**config.mk**
```make
export PLATFORM = sky130hd
export DESIGN_NAME = rf_wb_arbiter
export DESIGN_NICKNAME = d
export VERILOG_FILES = /design/src/rtl/rf_pkg.sv /design/src/rtl/rr_arbiter.sv /design/src/rtl/rf_wb_arbiter.sv
export SDC_FILE = /design/constraint.sdc
export NUM_CORES = 1
export LEC_CHECK = 0
export ABC_AREA = 1
export ABC_CLOCK_PERIOD_IN_PS = 3200
export CAP_MARGIN = 10
export CORE_ASPECT_RATIO = 0.75
export CORE_MARGIN = 3
export CORE_UTILIZATION = 40
export DETAILED_ROUTE_END_ITERATION = 7
export GPL_TIMING_DRIVEN = 0
export PLACE_DENSITY = 0.87
export REMOVE_ABC_BUFFERS = 1
export SYNTH_ARGS = -nofsm -noshare
export SYNTH_HDL_FRONTEND = slang
export SYNTH_HIERARCHICAL = 1
export SYNTH_SLANG_ARGS = --single-unit
export TNS_END_PERCENT = 20
```
**constraint.sdc**
```tcl
create_clock -name i_clk -period 3.2 [get_ports i_clk]
set_input_delay 0.48 -clock i_clk [delete_from_list [all_inputs] [get_ports i_clk]]
set_output_delay 0.48 -clock i_clk [all_outputs]
set_load 0.01 [all_outputs]
```
**src/rtl/rf_pkg.sv**
```systemverilog
// Register-file writeback constants shared by the writeback arbiter and its neighbours.
package rf_pkg;
  localparam int ADDR_W = 5;
  localparam int DATA_W = 32;
  localparam logic [ADDR_W-1:0] REG_ZERO = '0;
endpackage

```
**src/rtl/rr_arbiter.sv**
```systemverilog
// Parameterised round-robin grant with a registered highest-priority pointer.
// Valid/ready: i_req[k] is a request; o_gnt[k] is its ready, one-hot or zero, and a grant is an accept.
module rr_arbiter #(
  parameter int NUM_REQ = 3,
  parameter int PTR_W   = (NUM_REQ > 1) ? $clog2(NUM_REQ) : 1
) (
  input  logic               i_clk,
  input  logic               i_rst_n,
  input  logic               i_en,
  input  logic [NUM_REQ-1:0] i_req,
  output logic [NUM_REQ-1:0] o_gnt,
  output logic [PTR_W-1:0]   o_gnt_idx,
  output logic               o_any,
  output logic [PTR_W-1:0]   o_ptr
);

  logic [PTR_W-1:0]   ptr_q, ptr_d;
  logic [PTR_W-1:0]   idx_hi, idx_lo, gnt_idx;
  logic [NUM_REQ-1:0] req_hi;
  logic               any_hi, any_lo;

  // Requests at or above the pointer win; otherwise wrap to the lowest request.
  always_comb begin
    req_hi = '0;
    idx_hi = '0;
    idx_lo = '0;
    any_hi = 1'b0;
    any_lo = 1'b0;
    for (int i = 0; i < NUM_REQ; i++) begin
      req_hi[i] = i_req[i] && (i >= int'(ptr_q));
    end
    for (int i = NUM_REQ - 1; i >= 0; i--) begin
      if (req_hi[i]) begin
        idx_hi = PTR_W'(i);
        any_hi = 1'b1;
      end
      if (i_req[i]) begin
        idx_lo = PTR_W'(i);
        any_lo = 1'b1;
      end
    end
    gnt_idx = any_hi ? idx_hi : idx_lo;
  end

  always_comb begin
    o_gnt = '0;
    o_any = i_en & any_lo;
    ptr_d = ptr_q;
    if (o_any) begin
      o_gnt[gnt_idx] = 1'b1;
      ptr_d = (gnt_idx == PTR_W'(NUM_REQ - 1)) ? '0 : gnt_idx + PTR_W'(1);
    end
  end

  always_ff @(posedge i_clk or negedge i_rst_n) begin
    if (!i_rst_n) begin
      ptr_q <= '0;
    end else begin
      ptr_q <= ptr_d;
    end
  end

  assign o_gnt_idx = gnt_idx;
  assign o_ptr     = ptr_q;

endmodule

```
**src/rtl/rf_wb_arbiter.sv**
```systemverilog
// Shares the register file write port between NUM_REQ writeback requesters.
// The registered write stage also serves as the in-flight bypass source for read forwarding.
module rf_wb_arbiter #(
  parameter int NUM_REQ = 3,
  parameter int ADDR_W  = rf_pkg::ADDR_W,
  parameter int DATA_W  = rf_pkg::DATA_W,
  parameter int PTR_W   = (NUM_REQ > 1) ? $clog2(NUM_REQ) : 1
) (
  input  logic                      i_clk,
  input  logic                      i_rst_n,
  input  logic                      i_stall,
  input  logic [NUM_REQ-1:0]        i_req_valid,
  input  logic [NUM_REQ*ADDR_W-1:0] i_req_addr,
  input  logic [NUM_REQ*DATA_W-1:0] i_req_data,
  output logic [NUM_REQ-1:0]        o_req_ready,
  output logic                      o_we3,
  output logic [ADDR_W-1:0]         o_addr3,
  output logic [DATA_W-1:0]         o_wd3,
  output logic [PTR_W-1:0]          o_rr_ptr
);
  import rf_pkg::*;

  logic [NUM_REQ-1:0] gnt;
  logic [PTR_W-1:0]   gnt_idx;
  logic               accept;
  logic [ADDR_W-1:0]  sel_addr;
  logic [DATA_W-1:0]  sel_data;
  logic               we_q, we_d;
  logic [ADDR_W-1:0]  addr_q, addr_d;
  logic [DATA_W-1:0]  wd_q, wd_d;

  // Gating with i_rst_n keeps ready low for the whole reset, not just after an edge.
  rr_arbiter #(
    .NUM_REQ (NUM_REQ),
    .PTR_W   (PTR_W)
  ) u_rr (
    .i_clk     (i_clk),
    .i_rst_n   (i_rst_n),
    .i_en      (~i_stall & i_rst_n),
    .i_req     (i_req_valid),
    .o_gnt     (gnt),
    .o_gnt_idx (gnt_idx),
    .o_any     (accept),
    .o_ptr     (o_rr_ptr)
  );

  always_comb begin
    sel_addr = '0;
    sel_data = '0;
    for (int k = 0; k < NUM_REQ; k++) begin
      if (gnt[k]) begin
        sel_addr = i_req_addr[k*ADDR_W +: ADDR_W];
        sel_data = i_req_data[k*DATA_W +: DATA_W];
      end
    end
  end

  // x0 writes are consumed but never reach the register file.
  always_comb begin
    we_d   = 1'b0;
    addr_d = addr_q;
    wd_d   = wd_q;
    if (accept) begin
      addr_d = sel_addr;
      wd_d   = sel_data;
      we_d   = (sel_addr != ADDR_W'(REG_ZERO));
    end
  end

  always_ff @(posedge i_clk or negedge i_rst_n) begin
    if (!i_rst_n) begin
      we_q   <= 1'b0;
      addr_q <= '0;
      wd_q   <= '0;
    end else begin
      we_q   <= we_d;
      addr_q <= addr_d;
      wd_q   <= wd_d;
    end
  end

  assign o_req_ready = gnt;
  assign o_we3       = we_q;
  assign o_addr3     = addr_q;
  assign o_wd3       = wd_q;

endmodule

```
### Word level (Yosys, flattened, before mapping)

Cells that the tools add are included.

* register bits after elaboration: 40
* output and inout port bits: 43
* word-level logic and storage cells: 43

* $add $sub $neg: 1
* order comparisons: 5
* eq/ne operators: 1
* multiplexer cells: 24
* bitwise logic cells: 3
* reduce and logical (&&, ||, !) cells: 5

Operators with widths (number)
* 2-to-1 mux 32 bit: 3
* 2-to-1 mux 2 bit: 8
* 2-to-1 mux 5 bit: 3
* 2-to-1 mux 1 bit: 8
* nonzero test 5 bit: 1
* greater-or-equal comparator 1 x 2 -> 1 bit, first input constant: 2
* logical AND 1 bit: 4
* less-than comparator 2 x 3 -> 1 bit, second input constant: 1
* 2-to-1 mux 3 bit: 1
* adder 2 x 1 -> 2 bit, second input constant: 1
* bitwise AND 1 bit: 2
* demux 1 bit (select 2 bit): 1
* == test 2 bit, second input constant: 1
* greater-or-equal comparator 2 x 1 -> 1 bit, second input constant: 1
* greater-or-equal comparator 2 bit, first input constant: 1
* inverter 1 bit: 1

### Logic depth before layout (Yosys ltp)

* word-level depth: 16
* gate-level depth with buffers: 15
* mapped depth without buffers: 15

### Modules after synthesis

Netlist, hierarchy kept.

Modules (own cells, without submodules)
* rf_wb_arbiter: times used 1, cells an instance 298, area an instance 2321.0 µm²
* rr_arbiter: times used 1, cells an instance 34, area an instance 195.2 µm²

### Worst setup path before layout

Ideal clock, no wire load.

* path type: input port to flip-flop
* from: input port i_req_valid[1]
* to: register we_q, in the netlist o_we3
* data arrival time: 1.798 ns
* data required time: 3.069 ns
* setup slack: 1.271 ns
* stages: 11
* path buffers: 0
* cells stage by stage: nor2_1 > nand2_1 > nand2_1 > nand2_1 > nor2_1 > inv_2 > or2_2 > nand2_1 > nand3_1 > nor2_1 > nor2_1

* elaborated cells on any way between the ends: 22

RTL lines
* start, declared: line rf_wb_arbiter.sv:12 `input logic [NUM_REQ-1:0] i_req_valid,`
* logical AND 1 bit: line rr_arbiter.sv:30 `req_hi[i] = i_req[i] && (i >= int'(ptr_q));`
* 2-to-1 mux 2 bit or 2-to-1 mux 1 bit (tied branches) (2 in a row): line rr_arbiter.sv:33 `if (req_hi[i]) begin`
* 2-to-1 mux 2 bit: line rr_arbiter.sv:42 `gnt_idx = any_hi ? idx_hi : idx_lo;`
* less-than comparator 2 x 3 -> 1 bit (not written as such) or greater-or-equal comparator 2 x 1 -> 1 bit (tied branches): line rr_arbiter.sv:50 `o_gnt[gnt_idx] = 1'b1;`
* logical AND 1 bit (not written as such): line rr_arbiter.sv:50
* 2-to-1 mux 1 bit (not written as such): line rr_arbiter.sv:50
* demux 1 bit (select 2 bit)
* 2-to-1 mux 3 bit (*): line rr_arbiter.sv:49 `if (o_any) begin`
* net o_req_ready[2]: line rf_wb_arbiter.sv:15 `output logic [NUM_REQ-1:0] o_req_ready,`
* 2-to-1 mux 5 bit (*): line rf_wb_arbiter.sv:51 `if (gnt[k]) begin`
* nonzero test 5 bit (*): line rf_wb_arbiter.sv:66 `we_d = (sel_addr != ADDR_W'(REG_ZERO));`
* 2-to-1 mux 1 bit (*): line rf_wb_arbiter.sv:63 `if (accept) begin`
* net we_d: line rf_wb_arbiter.sv:28 `logic we_q, we_d;`
* end signal, assigned: line rf_wb_arbiter.sv:76 `we_q <= we_d;`
* end, declared: line rf_wb_arbiter.sv:28

The timed path passes the listed nets; every way through them passes the cells marked *.
A chain may end at the register's enable or synchronous reset.

### Worst setup path after layout

* from: input port i_req_valid[1]
* to: output port o_req_ready[1]

* cells in the longest elaborated chain, start to end: 9
* elaborated cells on any way between the ends: 17

Ends and longest elaborated chain (line)
* logical AND 1 bit: rr_arbiter.sv:30
* 2-to-1 mux 2 bit or 2-to-1 mux 1 bit (tied branches) (2 in a row): rr_arbiter.sv:33
* 2-to-1 mux 2 bit: rr_arbiter.sv:42
* less-than comparator 2 x 3 -> 1 bit (not written as such) or greater-or-equal comparator 2 x 1 -> 1 bit (tied branches): rr_arbiter.sv:50
* logical AND 1 bit (not written as such): rr_arbiter.sv:50
* 2-to-1 mux 1 bit (not written as such): rr_arbiter.sv:50
* demux 1 bit (select 2 bit)
* 2-to-1 mux 3 bit (*): rr_arbiter.sv:49
* end, declared: rf_wb_arbiter.sv:15

Every way passes the cells marked *; elsewhere a longest branch is shown, timed or not.

==> flow_summary.html <==
<table>
<tr><th>Metric</th><th>Value</th></tr>
<tr><th colspan="2">Detailed routing</th></tr>
<tr><td>DR vias/cell</td><td>5.04</td></tr>
<tr><td>Drt wl/cell</td><td>14.6 µm</td></tr>
<tr><td>Number of DRC violations after detailed-routing iteration 0</td><td>between 100 and 150</td></tr>
<tr><td>Iteration count of the initial detailed-routing pass</td><td>7</td></tr>
<tr><td>Vias after detailed routing</td><td>2805</td></tr>
<tr><td>Total DRC errors in the routed layout</td><td>0</td></tr>
<tr><td>Total wire length</td><td>just over 8000 µm</td></tr>
<tr><td>Post-route ant nets</td><td>0</td></tr>
<tr><th colspan="2">Critical path</th></tr>
<tr><td>Total buffers and inverters traversed by the critical path</td><td>3</td></tr>
<tr><td>Critical path capture point type</td><td>output pin</td></tr>
<tr><td>Startpoint Class</td><td>input port</td></tr>
<tr><td>Cell class contributing the biggest share of worst-path delay</td><td>buffers and inverters</td></tr>
<tr><td>Crit path DAT</td><td>2.50 ns</td></tr>
<tr><td>Critical path fanouts, max</td><td>11</td></tr>
<tr><td>Critical-path top delay cell</td><td>sky130_fd_sc_hd__clkdlybuf4s50_1</td></tr>
<tr><td>Crit path kind</td><td>in2out</td></tr>
<tr><td>Required @ worst endpoint</td><td>2.72 ns</td></tr>
<tr><td>Critical path, cell by cell</td><td>clkdlybuf4s50_1 -&gt; inv_1 -&gt; nor2_1 -&gt; nand2_1 -&gt; nand2_1 -&gt; nand2_2 -&gt; nor2_4 -&gt; clkdlybuf4s50_1</td></tr>
<tr><td>Longest individual stage delay on the worst path</td><td>0.64 ns</td></tr>
<tr><th colspan="2">Timing</th></tr>
<tr><td>Transition time at the pin with the least slew margin</td><td>1.09 ns</td></tr>
<tr><td>Setup repair after global routing missed its margin</td><td>false</td></tr>
<tr><td>Largest clock skew in the final design</td><td>between 0.005 and 0.006 ns</td></tr>
<tr><td>Shortest period the worst path allows</td><td>2.98 ns</td></tr>
<tr><td>Final Max Tran Viols</td><td>0</td></tr>
<tr><td>Hold violation count in the final report</td><td>0</td></tr>
<tr><td>Fmax</td><td>336 MHz</td></tr>
<tr><td>Setup violators final</td><td>0</td></tr>
<tr><td>Max-Slew Margin vs Limit</td><td>27.2%</td></tr>
<tr><td>Ratio of final minimum period to clock period</td><td>93.1%</td></tr>
<tr><td>TNS Setup</td><td>0 ns</td></tr>
<tr><td>Final hold slack</td><td>0.109 ns</td></tr>
<tr><th colspan="2">Clock network</th></tr>
<tr><td>CTS H-Tree Depth</td><td>2</td></tr>
<tr><td>CTS Buffer Depth</td><td>2</td></tr>
<tr><td>Clock input transition at the sequential cells of the worst setup and hold paths</td><td>0.08 ns</td></tr>
<tr><td>Insertion delay to the later sink of the worst-skew pair</td><td>0.28 ns</td></tr>
<tr><td>Root Buffer Master</td><td>sky130_fd_sc_hd__clkbuf_8</td></tr>
<tr><td>Number of CTS-inserted buffers</td><td>5</td></tr>
<tr><td>CTS tree</td><td>yes</td></tr>
<tr><td>TritonCTS sink count</td><td>40</td></tr>
<tr><td>Number of cells upsized or downsized after cts</td><td>0</td></tr>
<tr><td>Count of hold-fix buffers inserted at cts</td><td>0</td></tr>
<tr><th colspan="2">Cells and area</th></tr>
<tr><td>Number of diodes added for antenna fixing</td><td>0</td></tr>
<tr><td>Fill cell total of the finished layout</td><td>480</td></tr>
<tr><td>Fraction of layout instances using a drive strength above 1</td><td>11.5%</td></tr>
<tr><td>Flip-flop and latch area</td><td>approximately 1000 µm²</td></tr>
<tr><td>Final cell count without fillers</td><td>557</td></tr>
<tr><td>Total area of multi-input combinational cells</td><td>1340 µm²</td></tr>
<tr><td>Final core utilization</td><td>between 70% and 80%</td></tr>
<tr><td>Layout area overhead</td><td>68.5%</td></tr>
<tr><td>Number of nets in the layout</td><td>a little under 600</td></tr>
<tr><th colspan="2">Place</th></tr>
<tr><td>Cell Count Post-Placement</td><td>around 550</td></tr>
<tr><td>Gp weighted congestion</td><td>slightly above 0.8</td></tr>
<tr><td>HPWL Detailed</td><td>approximately 5900 µm</td></tr>
<tr><td>I/O Buffers</td><td>159</td></tr>
<tr><th colspan="2">Outcome</th></tr>
<tr><td>Status</td><td>completed</td></tr>
<tr><th colspan="2">Logic synthesis</th></tr>
<tr><td>Total number of yosys warnings</td><td>6</td></tr>
<tr><td>Syn_area_per_cell</td><td>between 7 and 8 µm²</td></tr>
<tr><td>Number of cells produced by synthesis</td><td>330</td></tr>
<tr><td>Combined area of all synthesized cells</td><td>2510 µm²</td></tr>
<tr><th colspan="2">Die</th></tr>
<tr><td>Count of boundary I/O pins</td><td>160</td></tr>
<tr><td>Core area</td><td>5950 µm²</td></tr>
<tr><td>Overall die area</td><td>roughly 7300 µm²</td></tr>
<tr><td>X dimension of the die</td><td>97.4 µm</td></tr>
<tr><td>Cell row count</td><td>24</td></tr>
<tr><td>Die Ht</td><td>74.6 µm</td></tr>
<tr><td>Starting density of the core</td><td>42.2%</td></tr>
<tr><th colspan="2">Global routing</th></tr>
<tr><td>Number of global-route vias before repair</td><td>2706</td></tr>
<tr><td>Aggregate global routing overflow</td><td>0</td></tr>
<tr><td>Number of antenna violations at the first check in global routing</td><td>0</td></tr>
<tr><td>Maximum number of pins on one net before global-route repair</td><td>70</td></tr>
<tr><td>Wire length of the first global-routing pass</td><td>12800 µm</td></tr>
<tr><td>Global Route Usage Sum</td><td>21.9%</td></tr>
<tr><th colspan="2">Hold path</th></tr>
<tr><td>HP Class</td><td>in2async</td></tr>
<tr><th colspan="2">Power</th></tr>
<tr><td>Peak supply drop</td><td>roughly 0.25 mV</td></tr>
<tr><td>Leakage power summed over all cells</td><td>1.92 nW</td></tr>
<tr><td>Total power</td><td>1.62 mW</td></tr>
<tr><td>Cell Pwr Density</td><td>384 nW/µm²</td></tr>
<tr><th colspan="2">Job</th></tr>
<tr><td>Number of violations of the max-capacitance limit</td><td>0</td></tr>
</table>
-- state kept, by name, indices dropped and copies added (netlist names) --
name,cells
o_wd3,32
o_we3,1
o_addr3,5
u_rr/o_ptr,2
-- power by group --
part	switching (mW)	internal (mW)	total, mW
registers	0.0433	0.582	0.626
clock network	0.178	0.172	0.350
logic	0.287	0.362	0.649
-- repair_timing --
| item | 4_1_cts | 5_1_grt |
|---|---|---|
| endpoints found under the setup margin | 0 | 1 |
| setup buffers | 0 | 0 |
| hold endpoints to repair | 0 | 0 |
-- final timing paths --
check / startpoint / endpoint / slack (ns) / cells past startpoint
worst max-delay path: i_req_valid[1] / o_req_ready[1] / 0.22 / 8
worst min-delay path: i_rst_n / o_addr3[0] / 0.11 / 1
max in group asynchronous: i_rst_n / o_wd3[1] / 2.62 / 2
worst max register to register: u_rr/o_ptr[0] / o_we3 / 0.53 / 12
worst min register to register: o_wd3[14] / o_wd3[14] / 0.49 / 2
min in group i_clk: o_wd3[14] / o_wd3[14] / 0.49 / 2
-- layer usage --
| layer | GRT usage, % | share of wire [%] |
|---|---|---|
| met4 | 5.38 | 1.0 |
| met2 | 37.1 | 48 |
| met1 | 27.4 | 41 |
| met5 | 0 | 0 |
| met3 | 7.69 | 10 |
-- area by class of cell --
type	instances	area share, %
Clock buffer	6	1.95
Clock inverter	2	0.237
Inverter	11	1.04
Multi-Input combinational cell	258	31.6
Sequential cell	40	23.7
Tap cell	78	2.31
Timing Repair Buffer	162	39.1
-- through the flow --
stage | setup WS [ns] | cell area, µm²
finish | 0.222 | 4230
global route | 0.0436 | 4230
CTS | 0.166 | 4220
detailed placement | -0.0132 | 4130
global placement | -3.17 | 4060
floorplan | 0.0574 | 2370
-- cell usage in the layout, fill, tap and decap left out, types with 2 or more instances in the layout --
cell type                         instances
sky130_fd_sc_hd__nor2_1                  38
sky130_fd_sc_hd__o31ai_2                 28
sky130_fd_sc_hd__clkinv_2                 2
sky130_fd_sc_hd__or2_2                    5
sky130_fd_sc_hd__buf_12                   2
sky130_fd_sc_hd__dfrtp_1                 40
sky130_fd_sc_hd__clkbuf_8                 6
sky130_fd_sc_hd__clkdlybuf4s50_1        158
sky130_fd_sc_hd__o31ai_1                  4
sky130_fd_sc_hd__nand2_1                130
sky130_fd_sc_hd__o21ai_0                  5
sky130_fd_sc_hd__nor2_4                   2
sky130_fd_sc_hd__nand3_1                  4
sky130_fd_sc_hd__inv_2                    2
sky130_fd_sc_hd__a21oi_1                 37
sky130_fd_sc_hd__inv_1                    8
-- worst reg2reg max path, delay by kind of cell (launching register included) --
family | cells | cell delay [ns]
buf+inv | 2 | 0.62
flops | 1 | 0.39
simple gates | 10 | 1.52
Power figures use the tool's default switching activity.
